File: src/rtl/debug_initiator_if.sv
`default_nettype none
// ============================================================================
//  Module   : debug_initiator_if
//  Brief    : Host command/response channels and per-core debug bus bundle
//             for the debug initiator.
//  Revision : 1.0 - initial release
// ============================================================================
interface debug_initiator_if #(
    parameter int LOG_CORES  = 2,
    parameter int DATA_WIDTH = 8
);
    // host command channel
    logic                  cmd_valid;
    logic                  cmd_ready;
    logic [LOG_CORES-1:0]  cmd_sel;
    logic [4:0]            cmd_addr;
    logic                  cmd_we;
    logic [DATA_WIDTH-1:0] cmd_wdata;
    logic                  cmd_poll;

    // host response channel
    logic                  rsp_valid;
    logic                  rsp_ready;
    logic [DATA_WIDTH-1:0] rsp_data;
    logic                  rsp_timeout;

    // debug bus towards the mux
    logic [LOG_CORES-1:0]  sel;
    logic [4:0]            addr;
    logic                  we;
    logic [DATA_WIDTH-1:0] wdata;
    logic [DATA_WIDTH-1:0] rdata;

    // initiator side: accepts commands, returns responses, drives the bus
    modport master (
        input  cmd_valid, cmd_sel, cmd_addr, cmd_we, cmd_wdata, cmd_poll,
        output cmd_ready,
        output rsp_valid, rsp_data, rsp_timeout,
        input  rsp_ready,
        output sel, addr, we, wdata,
        input  rdata
    );

    // host and debug-mux side
    modport slave (
        output cmd_valid, cmd_sel, cmd_addr, cmd_we, cmd_wdata, cmd_poll,
        input  cmd_ready,
        input  rsp_valid, rsp_data, rsp_timeout,
        output rsp_ready,
        input  sel, addr, we, wdata,
        output rdata
    );
endinterface
`default_nettype wire

File: src/rtl/debug_initiator.sv
`default_nettype none
// ============================================================================
//  Module   : debug_initiator
//  Brief    : Single-outstanding initiator for the per-core debug bus.
//             Runs a fixed SETUP/ACCESS bus cycle per command, with an
//             optional poll mode that repeats a read until nonzero or until
//             the retry limit expires.
//  Revision : 1.0 - initial release
// ============================================================================
module debug_initiator #(
    parameter int CORES      = 4,
    parameter int LOG_CORES  = 2,
    parameter int DATA_WIDTH = 8,
    parameter int MAX_POLLS  = 16,
    parameter int POLL_CNT_W = 4
) (
    input  logic             clk,
    input  logic             rst_n,
    debug_initiator_if.master bus
);

    // Counter value of the final permitted poll access
    localparam logic [POLL_CNT_W-1:0] C_LAST_POLL = POLL_CNT_W'(MAX_POLLS - 1);

    // Reject parameter sets the select or counter widths cannot represent
    generate
        if (MAX_POLLS < 1 || MAX_POLLS > (1 << POLL_CNT_W) ||
            CORES < 1 || CORES > (1 << LOG_CORES)) begin : g_bad_params
            $error("debug_initiator: inconsistent parameters");
        end
    endgenerate

    typedef enum logic [1:0] {
        IDLE   = 2'd0,
        SETUP  = 2'd1,
        ACCESS = 2'd2,
        RESP   = 2'd3
    } state_t;

    state_t                r_state,       w_state;
    logic [POLL_CNT_W-1:0] r_cnt,         w_cnt;
    logic                  r_is_write,    w_is_write;
    logic                  r_is_poll,     w_is_poll;
    logic                  r_cmd_ready,   w_cmd_ready;
    logic                  r_rsp_valid,   w_rsp_valid;
    logic [DATA_WIDTH-1:0] r_rsp_data,    w_rsp_data;
    logic                  r_rsp_timeout, w_rsp_timeout;
    logic [LOG_CORES-1:0]  r_sel,         w_sel;
    logic [4:0]            r_addr,        w_addr;
    logic                  r_we,          w_we;
    logic [DATA_WIDTH-1:0] r_wdata,       w_wdata;

    logic                  w_rdata_zero;

    assign w_rdata_zero = (bus.rdata == '0);

    // State and registered-output flops; reset clears the bus strobe at once
    always_ff @(posedge clk or negedge rst_n) begin
        if (!rst_n) begin
            r_state       <= IDLE;
            r_cnt         <= '0;
            r_is_write    <= 1'b0;
            r_is_poll     <= 1'b0;
            r_cmd_ready   <= 1'b1;
            r_rsp_valid   <= 1'b0;
            r_rsp_data    <= '0;
            r_rsp_timeout <= 1'b0;
            r_sel         <= '0;
            r_addr        <= '0;
            r_we          <= 1'b0;
            r_wdata       <= '0;
        end else begin
            r_state       <= w_state;
            r_cnt         <= w_cnt;
            r_is_write    <= w_is_write;
            r_is_poll     <= w_is_poll;
            r_cmd_ready   <= w_cmd_ready;
            r_rsp_valid   <= w_rsp_valid;
            r_rsp_data    <= w_rsp_data;
            r_rsp_timeout <= w_rsp_timeout;
            r_sel         <= w_sel;
            r_addr        <= w_addr;
            r_we          <= w_we;
            r_wdata       <= w_wdata;
        end
    end

    // Next-state and next-output logic; the bus holds its last values unless
    // a new command is latched, and the strobe defaults low every cycle
    always_comb begin
        w_state       = r_state;
        w_cnt         = r_cnt;
        w_is_write    = r_is_write;
        w_is_poll     = r_is_poll;
        w_cmd_ready   = r_cmd_ready;
        w_rsp_valid   = r_rsp_valid;
        w_rsp_data    = r_rsp_data;
        w_rsp_timeout = r_rsp_timeout;
        w_sel         = r_sel;
        w_addr        = r_addr;
        w_we          = 1'b0;
        w_wdata       = r_wdata;

        case (r_state)
            IDLE: begin
                if (bus.cmd_valid && r_cmd_ready) begin
                    w_state     = SETUP;
                    w_cmd_ready = 1'b0;
                    w_cnt       = '0;
                    w_sel       = bus.cmd_sel;
                    w_addr      = bus.cmd_addr;
                    w_wdata     = bus.cmd_wdata;
                    w_is_write  = bus.cmd_we;
                    // a poll request on a write is meaningless; treat as write
                    w_is_poll   = bus.cmd_poll && !bus.cmd_we;
                end
            end

            SETUP: begin
                // address has had a full cycle to settle before the strobe
                w_state = ACCESS;
                w_we    = r_is_write;
            end

            ACCESS: begin
                if (r_is_poll && w_rdata_zero && (r_cnt != C_LAST_POLL)) begin
                    // retry the same read with the bus held and no strobe
                    w_cnt = r_cnt + 1'b1;
                end else begin
                    w_state       = RESP;
                    w_rsp_valid   = 1'b1;
                    // on a write this captures the value before the write lands
                    w_rsp_data    = bus.rdata;
                    w_rsp_timeout = r_is_poll && w_rdata_zero;
                end
            end

            RESP: begin
                if (bus.rsp_ready) begin
                    w_state       = IDLE;
                    w_rsp_valid   = 1'b0;
                    w_rsp_timeout = 1'b0;
                    w_cnt         = '0;
                    w_cmd_ready   = 1'b1;
                end
            end

            default: begin
                w_state     = IDLE;
                w_cmd_ready = 1'b1;
                w_rsp_valid = 1'b0;
                w_cnt       = '0;
            end
        endcase
    end

    assign bus.cmd_ready   = r_cmd_ready;
    assign bus.rsp_valid   = r_rsp_valid;
    assign bus.rsp_data    = r_rsp_data;
    assign bus.rsp_timeout = r_rsp_timeout;
    assign bus.sel         = r_sel;
    assign bus.addr        = r_addr;
    assign bus.we          = r_we;
    assign bus.wdata       = r_wdata;

endmodule
`default_nettype wire

File: src/flat_wrapper.sv
// flat-port wrapper written by rule: the top's interface ports become plain ports
module debug_initiator_flat 
#(
    parameter int CORES      = 4,
    parameter int LOG_CORES  = 2,
    parameter int DATA_WIDTH = 8,
    parameter int MAX_POLLS  = 16,
    parameter int POLL_CNT_W = 4
)
  (clk, rst_n, bus_cmd_valid, bus_cmd_sel, bus_cmd_addr, bus_cmd_we, bus_cmd_wdata, bus_cmd_poll, bus_cmd_ready, bus_rsp_valid, bus_rsp_data, bus_rsp_timeout, bus_rsp_ready, bus_sel, bus_addr, bus_we, bus_wdata, bus_rdata);
  debug_initiator_if #(.LOG_CORES(LOG_CORES), .DATA_WIDTH(DATA_WIDTH)) bus_i ();
  input  logic clk;
  input  logic rst_n;
  input wire logic [$bits(bus_i.cmd_valid)-1:0] bus_cmd_valid;
  input wire logic [$bits(bus_i.cmd_sel)-1:0] bus_cmd_sel;
  input wire logic [$bits(bus_i.cmd_addr)-1:0] bus_cmd_addr;
  input wire logic [$bits(bus_i.cmd_we)-1:0] bus_cmd_we;
  input wire logic [$bits(bus_i.cmd_wdata)-1:0] bus_cmd_wdata;
  input wire logic [$bits(bus_i.cmd_poll)-1:0] bus_cmd_poll;
  output wire logic [$bits(bus_i.cmd_ready)-1:0] bus_cmd_ready;
  output wire logic [$bits(bus_i.rsp_valid)-1:0] bus_rsp_valid;
  output wire logic [$bits(bus_i.rsp_data)-1:0] bus_rsp_data;
  output wire logic [$bits(bus_i.rsp_timeout)-1:0] bus_rsp_timeout;
  input wire logic [$bits(bus_i.rsp_ready)-1:0] bus_rsp_ready;
  output wire logic [$bits(bus_i.sel)-1:0] bus_sel;
  output wire logic [$bits(bus_i.addr)-1:0] bus_addr;
  output wire logic [$bits(bus_i.we)-1:0] bus_we;
  output wire logic [$bits(bus_i.wdata)-1:0] bus_wdata;
  input wire logic [$bits(bus_i.rdata)-1:0] bus_rdata;
  assign bus_i.cmd_valid = bus_cmd_valid;
  assign bus_i.cmd_sel = bus_cmd_sel;
  assign bus_i.cmd_addr = bus_cmd_addr;
  assign bus_i.cmd_we = bus_cmd_we;
  assign bus_i.cmd_wdata = bus_cmd_wdata;
  assign bus_i.cmd_poll = bus_cmd_poll;
  assign bus_cmd_ready = bus_i.cmd_ready;
  assign bus_rsp_valid = bus_i.rsp_valid;
  assign bus_rsp_data = bus_i.rsp_data;
  assign bus_rsp_timeout = bus_i.rsp_timeout;
  assign bus_i.rsp_ready = bus_rsp_ready;
  assign bus_sel = bus_i.sel;
  assign bus_addr = bus_i.addr;
  assign bus_we = bus_i.we;
  assign bus_wdata = bus_i.wdata;
  assign bus_i.rdata = bus_rdata;
  debug_initiator #(.CORES(CORES), .LOG_CORES(LOG_CORES), .DATA_WIDTH(DATA_WIDTH), .MAX_POLLS(MAX_POLLS), .POLL_CNT_W(POLL_CNT_W)) u_core (.clk(clk), .rst_n(rst_n), .bus(bus_i));
endmodule
File: config.mk
export PLATFORM = sky130hd
export DESIGN_NAME = debug_initiator_flat
export DESIGN_NICKNAME = d
export VERILOG_FILES = /design/src/rtl/debug_initiator_if.sv /design/src/rtl/debug_initiator.sv /design/src/flat_wrapper.sv
export SDC_FILE = /design/constraint.sdc
export NUM_CORES = 1
export LEC_CHECK = 0
export ABC_AREA = 1
export CAP_MARGIN = 25
export CORE_UTILIZATION = 44
export DETAILED_ROUTE_END_ITERATION = 16
export PLACE_DENSITY_LB_ADDON = 0.05
export SLEW_MARGIN = 20
export SYNTH_ARGS = -nofsm -noshare
export SYNTH_HDL_FRONTEND = slang
export SYNTH_SLANG_ARGS = --single-unit
File: constraint.sdc
create_clock -name clk -period 1.72 [get_ports clk]
set_input_delay 0.43 -clock clk [delete_from_list [all_inputs] [get_ports clk]]
set_output_delay 0.43 -clock clk [all_outputs]
set_load 0.05 [all_outputs]
==> results by group <==
Status
  – Outcome: complete, no violations

STA
  – Final Hold Vio Count: 0
  – Fmax: around 660 MHz
  – Setup Viol. Count Final: 0
  – Fin crit share: 87.72%
  – Rel. slew slack: around three quarters
  – RSZ-0062 raised after global routing: false
  – Final slew viol count: 0
  – Setup tns final: 0 ps
  – WHS: roughly 3.8 ps
  – Final Critical Period: ~1500 ps
  – Final WS setup: around 210 ps
  – Worst-Margin Slew: around 400 ps
  – Final Skew: 11.02 ps

Cells and area
  – Finished layout cell area: between 2000 and 2500 sq um
  – Area Overhead vs Synth: 39.88%
  – Final Net Count: ~290
  – Fin cells: 299
  – Final core utilization: 66.04%
  – Ratio of cells with drive above 1 in the final layout: 20.55%
  – Diode count: 0

Power
  – Peak supply drop: 1.161 mV
  – P per Cell Area: roughly 2000 nW/um^2
  – Pwr Total: 4.526 mW
  – P_leak: 1.225 nW

GRT
  – First-pass GRT wire length: 5.802 mm
  – GRT Overall Usage: 19.20%
  – Initial antenna violation count: 0
  – Largest net degree at the start of global routing: 21
  – Gr ovfl total: 0
  – Vias in the first global route: around 1.3k

Synthesis
  – Synth Warn #: 0
  – FF+latch count, synth: 35
  – Count of cell types in the netlist: 23
  – Avg Inst Size Synth: 8.579 sq um
  – Top post-synthesis cells by area: dfrtp_1 (53%), nand2_1 (22%), ha_1 (4.7%)
  – Number of synthesized flops with an enable pin: 0
  – Post-synth ARST share: 100.0%
  – Top-count cell post-synth: nand2_1
  – Top cells by count, synth: nand2_1 (96), dfrtp_1 (34), inv_1 (13)
  – Post-synth top area share: 52.75%
  – Seq/Total Area, Yosys: 54.38%
  – Post-Syn Area: 1613 sq um
  – Synth Flop Type: dfrtp_1
  – Syn Nets: approximately 220
  – Gate Count Post-Synth: 188
  – Area leader, netlist: dfrtp_1

Setup path
  – Type of origin of the critical path: flip-flop
  – R2R Setup Slk: 210 ps
  – Worst setup path class: flip-flop to flip-flop
  – CP max stage cell: dfrtp_1
  – Crit path DAT: roughly 1700 ps
  – CP endpoint kind: flip-flop
  – Cell mode on critical path: nand2_1
  – FF-to-FF Start: u_core.r_state[0]
  – Critical R2R Capture: u_core.r_cnt[1]
  – Crit-path max FO: 5
  – Worst path required time: 1940 ps
  – Critical-path cell list: ha_1 > inv_2 > nor2_2 > inv_1 > nand2_1 > nor2_8 > nand2_1 > nand2_1 > nand2_1
  – R2r worst-path depth: 9
  – CP peak stage delay: 440 ps

Routing
  – DRT Pass-1 Iters: 4
  – Vias/cell: 4.565
  – Post-route ant nets: 0
  – Routed len/inst: between 10 and 15 microns
  – Iteration-0 DRC Markers: 96
  – Vias: around 1.4k
  – Final wirelength: 3.329 mm
  – Post-route DRC: 0

Floorplan
  – IO Pins: 56
  – Die area: 3911 sq um
  – Die Width: 62.54 microns
  – Die H: 62.54 microns
  – Core area: 3416 sq um
  – Rows: 21
  – Initial Util: 47.22%

Clock network
  – Post-CTS resize count: 0
  – Hold-fix buffers, CTS: 0
  – Root buffer cell: clkbuf_4
  – Reg clk slew, reported paths: 100 ps
  – Clk buf depth: 2
  – H-tree depth: 2
  – Worst-Skew Late Latency: 330 ps
  – CTS Buf Count: 5
  – Setup Fix Bufs, Post-CTS: 0
  – CTS tree: done
  – TritonCTS sink count: 35

Placed design
  – Placed Area: 2200 sq um
  – GPL Wtd Cong: 0.8472
  – Count of input and output buffers: between 50 and 60
  – DP Cell Count: 292
  – DPL Wire Length: ~2.6 mm
  – Place WS: -12.85 ps

Worst hold path
  – Hold Path Class: primary input to asynchronous set/reset pin

Flow run
  – Max-cap check violation count: 0
==> registers in the layout (all words and copies together), names as in the netlist, 2 cells and up <==
register             cells
u_core.bus.addr          5
u_core.bus.rsp_data      8
u_core.r_cnt             4
u_core.bus.sel           2
u_core.bus.wdata         8
u_core.r_state           2
==> layer usage <==
| metal | vias up | GRT usage, % | wire [microns] |
|---|---|---|---|
| met4 | 0 | 6.977 | 33 |
| met3 | 5 | 5.657 | 163 |
| li1 | 704 | - | - |
| met5 | - | 0 | 0 |
| met1 | 619 | 25.45 | 1559 |
| met2 | 37 | 29.76 | 1572 |
==> layout make-up <==
class | count | area (sq um)
Fill cell | 297 | 1160
Sequential cell | 35 | 877.1
Multi-Input combinational cell | 135 | 648.1
Timing Repair Buffer | 61 | 560.5
Tap cell | 46 | 57.56
Inverter | 15 | 56.30
Clock buffer | 6 | 51.30
Clock inverter | 1 | 5.005
==> where the power goes <==
part | internal [mW] | switching (mW)
Sequential | 1.19 | 0.230
Combinational | 0.874 | 1.79
Clock | 0.189 | 0.256
==> critical path: cells and delay by family, from the launching register on <==
family / cells / cell delay, ps
flops: 1 / 440
buf+inv: 2 / 140
fa+ha+maj: 1 / 240
simple gates: 6 / 590
==> worst max-delay path by stage <==
stage,from,end,slack (ps),depth (start not counted)
floorplan,u_core.bus.cmd_ready,u_core.r_cnt[0],310,7
global placement,bus_cmd_valid,u_core.r_cnt[1],10,8
detailed placement,bus_rdata[7],u_core.bus.rsp_data[1],-10,6
CTS,u_core.r_state[0],u_core.r_cnt[1],210,9
global route,u_core.r_state[0],u_core.r_cnt[1],50,9
finish,u_core.r_state[0],u_core.r_cnt[1],210,9
==> cells by family (layout without fill, tap and decap cells) <==
kind of cell	count (synthesis)	in the layout	share of synthesized area, %
flops	35	35	54.38
simple gates	121	121	32.82
xor+xnor	1	1	0.5432
fa+ha+maj	6	6	4.655
buf+inv	18	83	5.431
compound gates	7	7	2.172
==> placed cells by master (no fill, tap or decap), drive strengths merged, types with 2 or more instances in the layout <==
master	n
nand2	97
dfrtp	34
buf	34
clkdlybuf4s50	27
inv	15
nand3	10
nor2	10
ha	6
clkbuf	6
o21ai	5
a21oi	2
nor3	2
No activity file was read; power rests on OpenSTA's default activity.
